==> config.mk <==
export PLATFORM = sky130hd
export DESIGN_NAME = seqmultiplier
export DESIGN_NICKNAME = d
export VERILOG_FILES = /design/src/rtl/seqmultiplier_pkg.sv /design/src/rtl/seqmultiplier_datapath.sv /design/src/rtl/seqmultiplier.sv
export SDC_FILE = /design/constraint.sdc
export NUM_CORES = 1
export LEC_CHECK = 0
export CAP_MARGIN = 10
export CORE_UTILIZATION = 56
export CTS_CLUSTER_SIZE = 40
export DETAILED_ROUTE_END_ITERATION = 10
export PLACE_DENSITY = 0.81
export SLEW_MARGIN = 15
export SYNTH_ARGS = -nofsm -noshare
export SYNTH_HDL_FRONTEND = slang
export SYNTH_HIERARCHICAL = 1
export SYNTH_SLANG_ARGS = --single-unit
==> constraint.sdc <==
create_clock -name clk -period 3.2 [get_ports clk]
set_input_delay 0.64 -clock clk [delete_from_list [all_inputs] [get_ports clk]]
set_output_delay 0.64 -clock clk [all_outputs]
set_load 0.005 [all_outputs]
==> src/rtl/seqmultiplier_pkg.sv <==
// Shared definitions for the sequential multiplier and its control unit.
package mult_pkg;

    localparam int unsigned MULT_N = 8;

    typedef enum logic [1:0] {
        IDLE,
        RUN,
        DONE
    } state_t;

endpackage

==> src/rtl/seqmultiplier_datapath.sv <==
// Shift-and-add datapath: operand registers, accumulator and iteration counter.
module multdatapath
    import mult_pkg::*;
#(
    parameter int unsigned N = MULT_N
) (
    input  logic           clk,
    input  logic           reset,
    input  logic           load,
    input  logic           step,
    input  logic [N-1:0]   data_a,
    input  logic [N-1:0]   data_b,
    output logic [2*N-1:0] sum,
    output logic           last
);

    localparam int unsigned CW = $clog2(N);

    logic [2*N-1:0] reg_a_q, reg_a_d;
    logic [N-1:0]   reg_b_q, reg_b_d;
    logic [2*N-1:0] acc_q, acc_d;
    logic [CW-1:0]  count_q, count_d;

    // sum is this iteration's accumulator result; the FSM captures it on the last step
    always_comb begin
        sum  = acc_q + (reg_b_q[0] ? reg_a_q : '0);
        last = (count_q == CW'(N - 1));

        reg_a_d = reg_a_q;
        reg_b_d = reg_b_q;
        acc_d   = acc_q;
        count_d = count_q;

        if (load) begin
            reg_a_d = {{N{1'b0}}, data_a};
            reg_b_d = data_b;
            acc_d   = '0;
            count_d = '0;
        end else if (step) begin
            acc_d   = sum;
            reg_a_d = reg_a_q << 1;
            reg_b_d = reg_b_q >> 1;
            count_d = count_q + CW'(1);
        end
    end

    always_ff @(posedge clk) begin
        if (reset) begin
            reg_a_q <= '0;
            reg_b_q <= '0;
            acc_q   <= '0;
            count_q <= '0;
        end else begin
            reg_a_q <= reg_a_d;
            reg_b_q <= reg_b_d;
            acc_q   <= acc_d;
            count_q <= count_d;
        end
    end

endmodule

==> src/rtl/seqmultiplier.sv <==
// Sequential unsigned multiplier: FSM sequencing the shift-and-add datapath.
module seqmultiplier
    import mult_pkg::*;
#(
    parameter int unsigned N = MULT_N
) (
    input  logic           clk,
    input  logic           reset,
    input  logic           loaddata,
    input  logic [N-1:0]   dataA,
    input  logic [N-1:0]   dataB,
    output logic [2*N-1:0] product,
    output logic           done,
    output logic           busy
);

    state_t         state_q, state_d;
    logic [2*N-1:0] product_q, product_d;
    logic           load;
    logic           step;
    logic [2*N-1:0] sum;
    logic           last;

    multdatapath #(
        .N(N)
    ) u_datapath (
        .clk   (clk),
        .reset (reset),
        .load  (load),
        .step  (step),
        .data_a(dataA),
        .data_b(dataB),
        .sum   (sum),
        .last  (last)
    );

    always_comb begin
        state_d   = state_q;
        product_d = product_q;
        load      = 1'b0;
        step      = 1'b0;

        case (state_q)
            IDLE, DONE: begin
                if (loaddata) begin
                    load    = 1'b1;
                    state_d = RUN;
                end
            end
            RUN: begin
                step = 1'b1;
                if (last) begin
                    product_d = sum;
                    state_d   = DONE;
                end
            end
            default: state_d = IDLE;
        endcase
    end

    always_ff @(posedge clk) begin
        if (reset) begin
            state_q   <= IDLE;
            product_q <= '0;
        end else begin
            state_q   <= state_d;
            product_q <= product_d;
        end
    end

    assign product = product_q;
    assign busy    = (state_q == RUN);
    assign done    = (state_q == DONE);

endmodule

; ---- Word-level counts from Yosys, hierarchy flattened
; Cells that the tools add are included.
[word_totals]
word_cells = 31
register_bits = 61
out_inout_bits = 18
[op_classes]
mux = 11
eq_ne = 5
n_addsub = 2
reduce_logical = 6
[ops]
columns = cell, n
row1 = 8-bit two-way mux, 4
row2 = 16-bit adder, 1
row3 = 16-bit two-way mux, 1
row4 = 2-bit two-way mux, 2
row5 = 2-bit case mux with 2 select lines, 1
row6 = 2-bit AND reduction, 2
row7 = 2-bit OR reduction, 2
row8 = 3-bit by 1-bit adder with 3-bit output (second input constant), 1
row9 = 3-bit equality test (second input constant), 1
row10 = 1-bit two-way mux, 3
row11 = 2-bit by 1-bit equality test with 1-bit output (second input constant), 1
row12 = 2-bit equality test (second input constant), 1
row13 = 2-bit logical NOT, 1
row14 = 2-bit by 1-bit inequality test with 1-bit output (second input constant), 1
row15 = 2-bit inequality test (second input constant), 1
row16 = 2-bit nonzero test, 1

; ---- Logic depth before layout (Yosys ltp)
[depth]
depth_word = 4
ltp_mapped = 12
ltp_nobuf = 10

; ---- Hierarchy
; The synthesis kept the hierarchy.
[modules_own_cells]
columns = module, n_inst, seq_area_each_um2, cells_per_inst, area_per_inst_um2
row1 = multdatapath, 1, 860.8, 307, 2611.3
row2 = seqmultiplier, 1, 360.3, 79, 827.0

; ---- Worst setup path before layout
; Ideal clock, no wire load.
[synth_timing]
path_kind = flip-flop to flip-flop
start = register u_datapath.reg_b_q[0]
end = register u_datapath.acc_q[12]
arrival_ns = 2.133
synth_period_minus_slack_ns = 2.250
stages_incl_launch_ff = 10
path_slack_ns = 0.950
required_ns = 3.083
path_cell_list = dfxtp_1 and2_1 ha_1 fa_1 a21o_1 a31o_4 a21oi_4 o21ai_2 xor2_1 a22o_2
[synth_via]
elab_chain_cells = 2
[synth_rtl]
columns = element, line_no
row1 = start: declaration, seqmultiplier_datapath.sv:20  ; logic [N-1:0] reg_b_q, reg_b_d;
row2 = start signal: assignment, seqmultiplier_datapath.sv:55  ; reg_b_q <= reg_b_d;
row3 = 16-bit two-way mux, seqmultiplier_datapath.sv:26  ; sum = acc_q + (reg_b_q[0] ? reg_a_q : '0);
row4 = 16-bit adder, seqmultiplier_datapath.sv:26
row5 = named net sum[12], seqmultiplier.sv:21  ; logic [2*N-1:0] sum;
row6 = end signal: assignment, seqmultiplier_datapath.sv:51  ; acc_q <= '0;
row7 = end signal: assignment, seqmultiplier_datapath.sv:56  ; acc_q <= acc_d;
row8 = end: declaration, seqmultiplier_datapath.sv:21  ; logic [2*N-1:0] acc_q, acc_d;
; The timed path passes the listed nets, and every way through them passes these cells.
; A chain may end at the register's enable or synchronous reset.

; ---- Worst setup path after layout
; Ends and elaborated chain as after synthesis.

==> metrics.csv <==
stage,metric,value,unit
run_status,status,"finished, final reports clean",
synth,synth_nets,423,
global_route,antenna_found_initial,0,
route,wl,6582,um
critical_path,worstSetupStartpointType,flop,
hold_path,hold_path.class,reg -> reg,
sta,skew,0.007291,ns
placement,port_buffers,36,
route,dr.pass1.iters,4,
die,rows,28,
die,ioPinCount,37,
pwr,cellLeakagePower,1.634,nW
sta,finalSetupTns,0,ns
cts,root_buffer,clkbuf_8,
global_route,grt_usage,22.08,%
placement,dp.final_hpwl,4551,um
layout,mostFrequentLayoutCells,"dfxtp_1 (61), nor2_1 (57), mux2i_1 (49), clkdlybuf4s50_1 (36), nand2b_1 (34)",
critical_path,worstSetupPathType,reg -> reg,
cts,clock_path_buffers,2,
layout,area_growth,16.23,%
sta,maxSlewHeadroom,34.70,%
route,initialDrtViolationCount,86,
cts,clock_latency,0.34,ns
synth,synth_cell_types,48,
synth,seq_area_frac_synth,35.52,%
sta,setup_viol,0,
synth,synth_top_area_share,35.52,%
synth,synth_top_area_cell,dfxtp_1,
layout,num_antenna_cells,0,
synth,synth-seq-cells,61,
die,coreArea,5921,sq um
synth,yosys_warnings,6,
route,vias_per_cell,5.337,
die,initial_utilization,58.07,%
synth,synth_area,3438,sq um
route,wl_per_cell,13.35,um
global_route,grt_pass1_wl,10960,um
layout,drive_gt1_share,7.656,%
die,die_x,80.36,um
sta,rsz0062_at_grt,no,
cts,cts.htree.levels,3,
run,cap_violations,0,
cts,clk_pin_slew,0.07,ns
sta,whs,0.4716,ns
global_route,grt_pass1_vias,2371,
synth,synth_edf_count,0,
pwr,ir_drop,0.0002933,V
cts,cts_tree,yes,
synth,synthCells,386,
placement,gp_congestion,0.8870,
cts,numCtsBuffers,9,
layout,final_common_cell,dfxtp_1,
pwr,power_density,401.8,nW/um^2
global_route,grt-ovfl-total,0,
die,die_h,80.36,um
sta,hold_violations,0,
critical_path,critical_path_arrival,2.79,ns
die,fp.dieArea,6457,sq um
cts,cts_resized,0,
layout,nNetsFinal,450,
critical_path,crit_path_end_kind,flop,
cts,hold_buffers,0,
sta,fin_crit_sh,79.71,%
critical_path,cp_max_fo,17,
hold_path,holdPathStages,2,
cts,cts_setup_buffers,0,
sta,worst_pin_slew,0.9795,ns
global_route,grt_max_degree,53,
synth,ys_async_sr_fraction,0,%
synth,ys_top_cells_by_area,"dfxtp_1 (36%), mux2i_1 (14%), nor2_1 (6.2%)",
cts,cts_sinks,61,
sta,drv_slew,0,
route,ant_nets,0,
route,drc,0,
synth,synth_ff_type,dfxtp_1,
sta,finalCriticalPeriod,2.551,ns
sta,fmax,392.1,MHz
critical_path,r2r_cells,9,
synth,avgSynthCellArea,8.908,sq um
critical_path,cp.required,3.44,ns
route,num_vias,2631,
==> final timing paths <==
kind | from | to | slack, ns
setup / recovery | u_datapath/reg_b_q[0] | u_datapath/acc_q[12] | 0.65
setup reg to reg | u_datapath/reg_b_q[0] | u_datapath/acc_q[12] | 0.65
hold reg to reg | product[10] | product[10] | 0.47
hold / removal | product[10] | product[10] | 0.47
==> cell families after synthesis <==
family                   count (synthesis)  share of synthesized area [%]
multiplexers                            49                          14.26
adder cells (fa/ha/maj)                 18                          6.768
flip-flops                              61                          35.52
buffers and inverters                   26                          3.857
AO/OA/AOI/OAI                           64                          12.77
XOR/XNOR                                15                          3.821
AND/OR/NAND/NOR                        153                          23.00
==> synthesized netlist by cell type (5+ instances only) <==
cell	n
nand2_1	11
xnor2_1	8
ha_1	17
dfxtp_1	61
a21oi_1	30
mux2i_1	49
nand3_1	11
and2_1	18
o21ai_0	5
nor3b_1	7
a21o_1	7
clkbuf_1	17
nand2b_1	34
xor2_1	7
nor2_1	57
==> critical path: stages, from the launching register on <==
cell,delay (ns)
dfxtp_1,0.44
and2_1,0.23
ha_1,0.21
fa_1,0.41
a21o_1,0.24
a31o_4,0.27
a21oi_4,0.18
o21ai_2,0.07
xor2_1,0.16
a22o_2,0.24
==> sequential cells by signal (all words and copies together), names as in the netlist <==
signal,count
product,16
state_q,2
u_datapath/acc_q,16
u_datapath/count_q,3
u_datapath/reg_a_q,16
u_datapath/reg_b_q,8
==> power breakdown <==
group          switching (mW)  internal [mW]  leakage [nW]
logic                  0.0772         0.0735          1.04
registers              0.0134          0.776         0.494
clock network           0.290          0.375         0.103
total                   0.381           1.23          1.63
==> layout make-up <==
class / count / area, sq um
multi-input combinational: 299 / 2088
fill: 504 / 1924
sequential: 61 / 1221
timing repair buffer: 41 / 397.9
clock buffer: 11 / 141.4
tap: 75 / 93.84
clock inverter: 5 / 50.05
inverter: 1 / 3.754
==> metal layers <==
metal	track usage, %	vias to the layer above	routed length, um
li1	-	1380	-
met3	4.432	8	272
met1	29.46	1190	3360
met2	33.73	53	2876
met4	10.71	0	72
met5	0	-	0
==> per-stage QoR <==
stage | total power [mW] | area (sq um) | setup slack, ns | util (%) | instances
floorplan | 0.9096 | 3438 | 0.9498 | - | 386
global placement | 0.9547 | 3805 | 0.7310 | 64.26 | 477
detailed placement | 0.9571 | 3805 | 0.6632 | 64.26 | 477
CTS | 1.622 | 3996 | 0.6581 | 67.50 | 493
global route | 1.674 | 3996 | 0.4708 | 67.50 | 493
finish | 1.606 | 3996 | 0.6493 | 67.50 | 493
(Power assumes the default switching activity.)
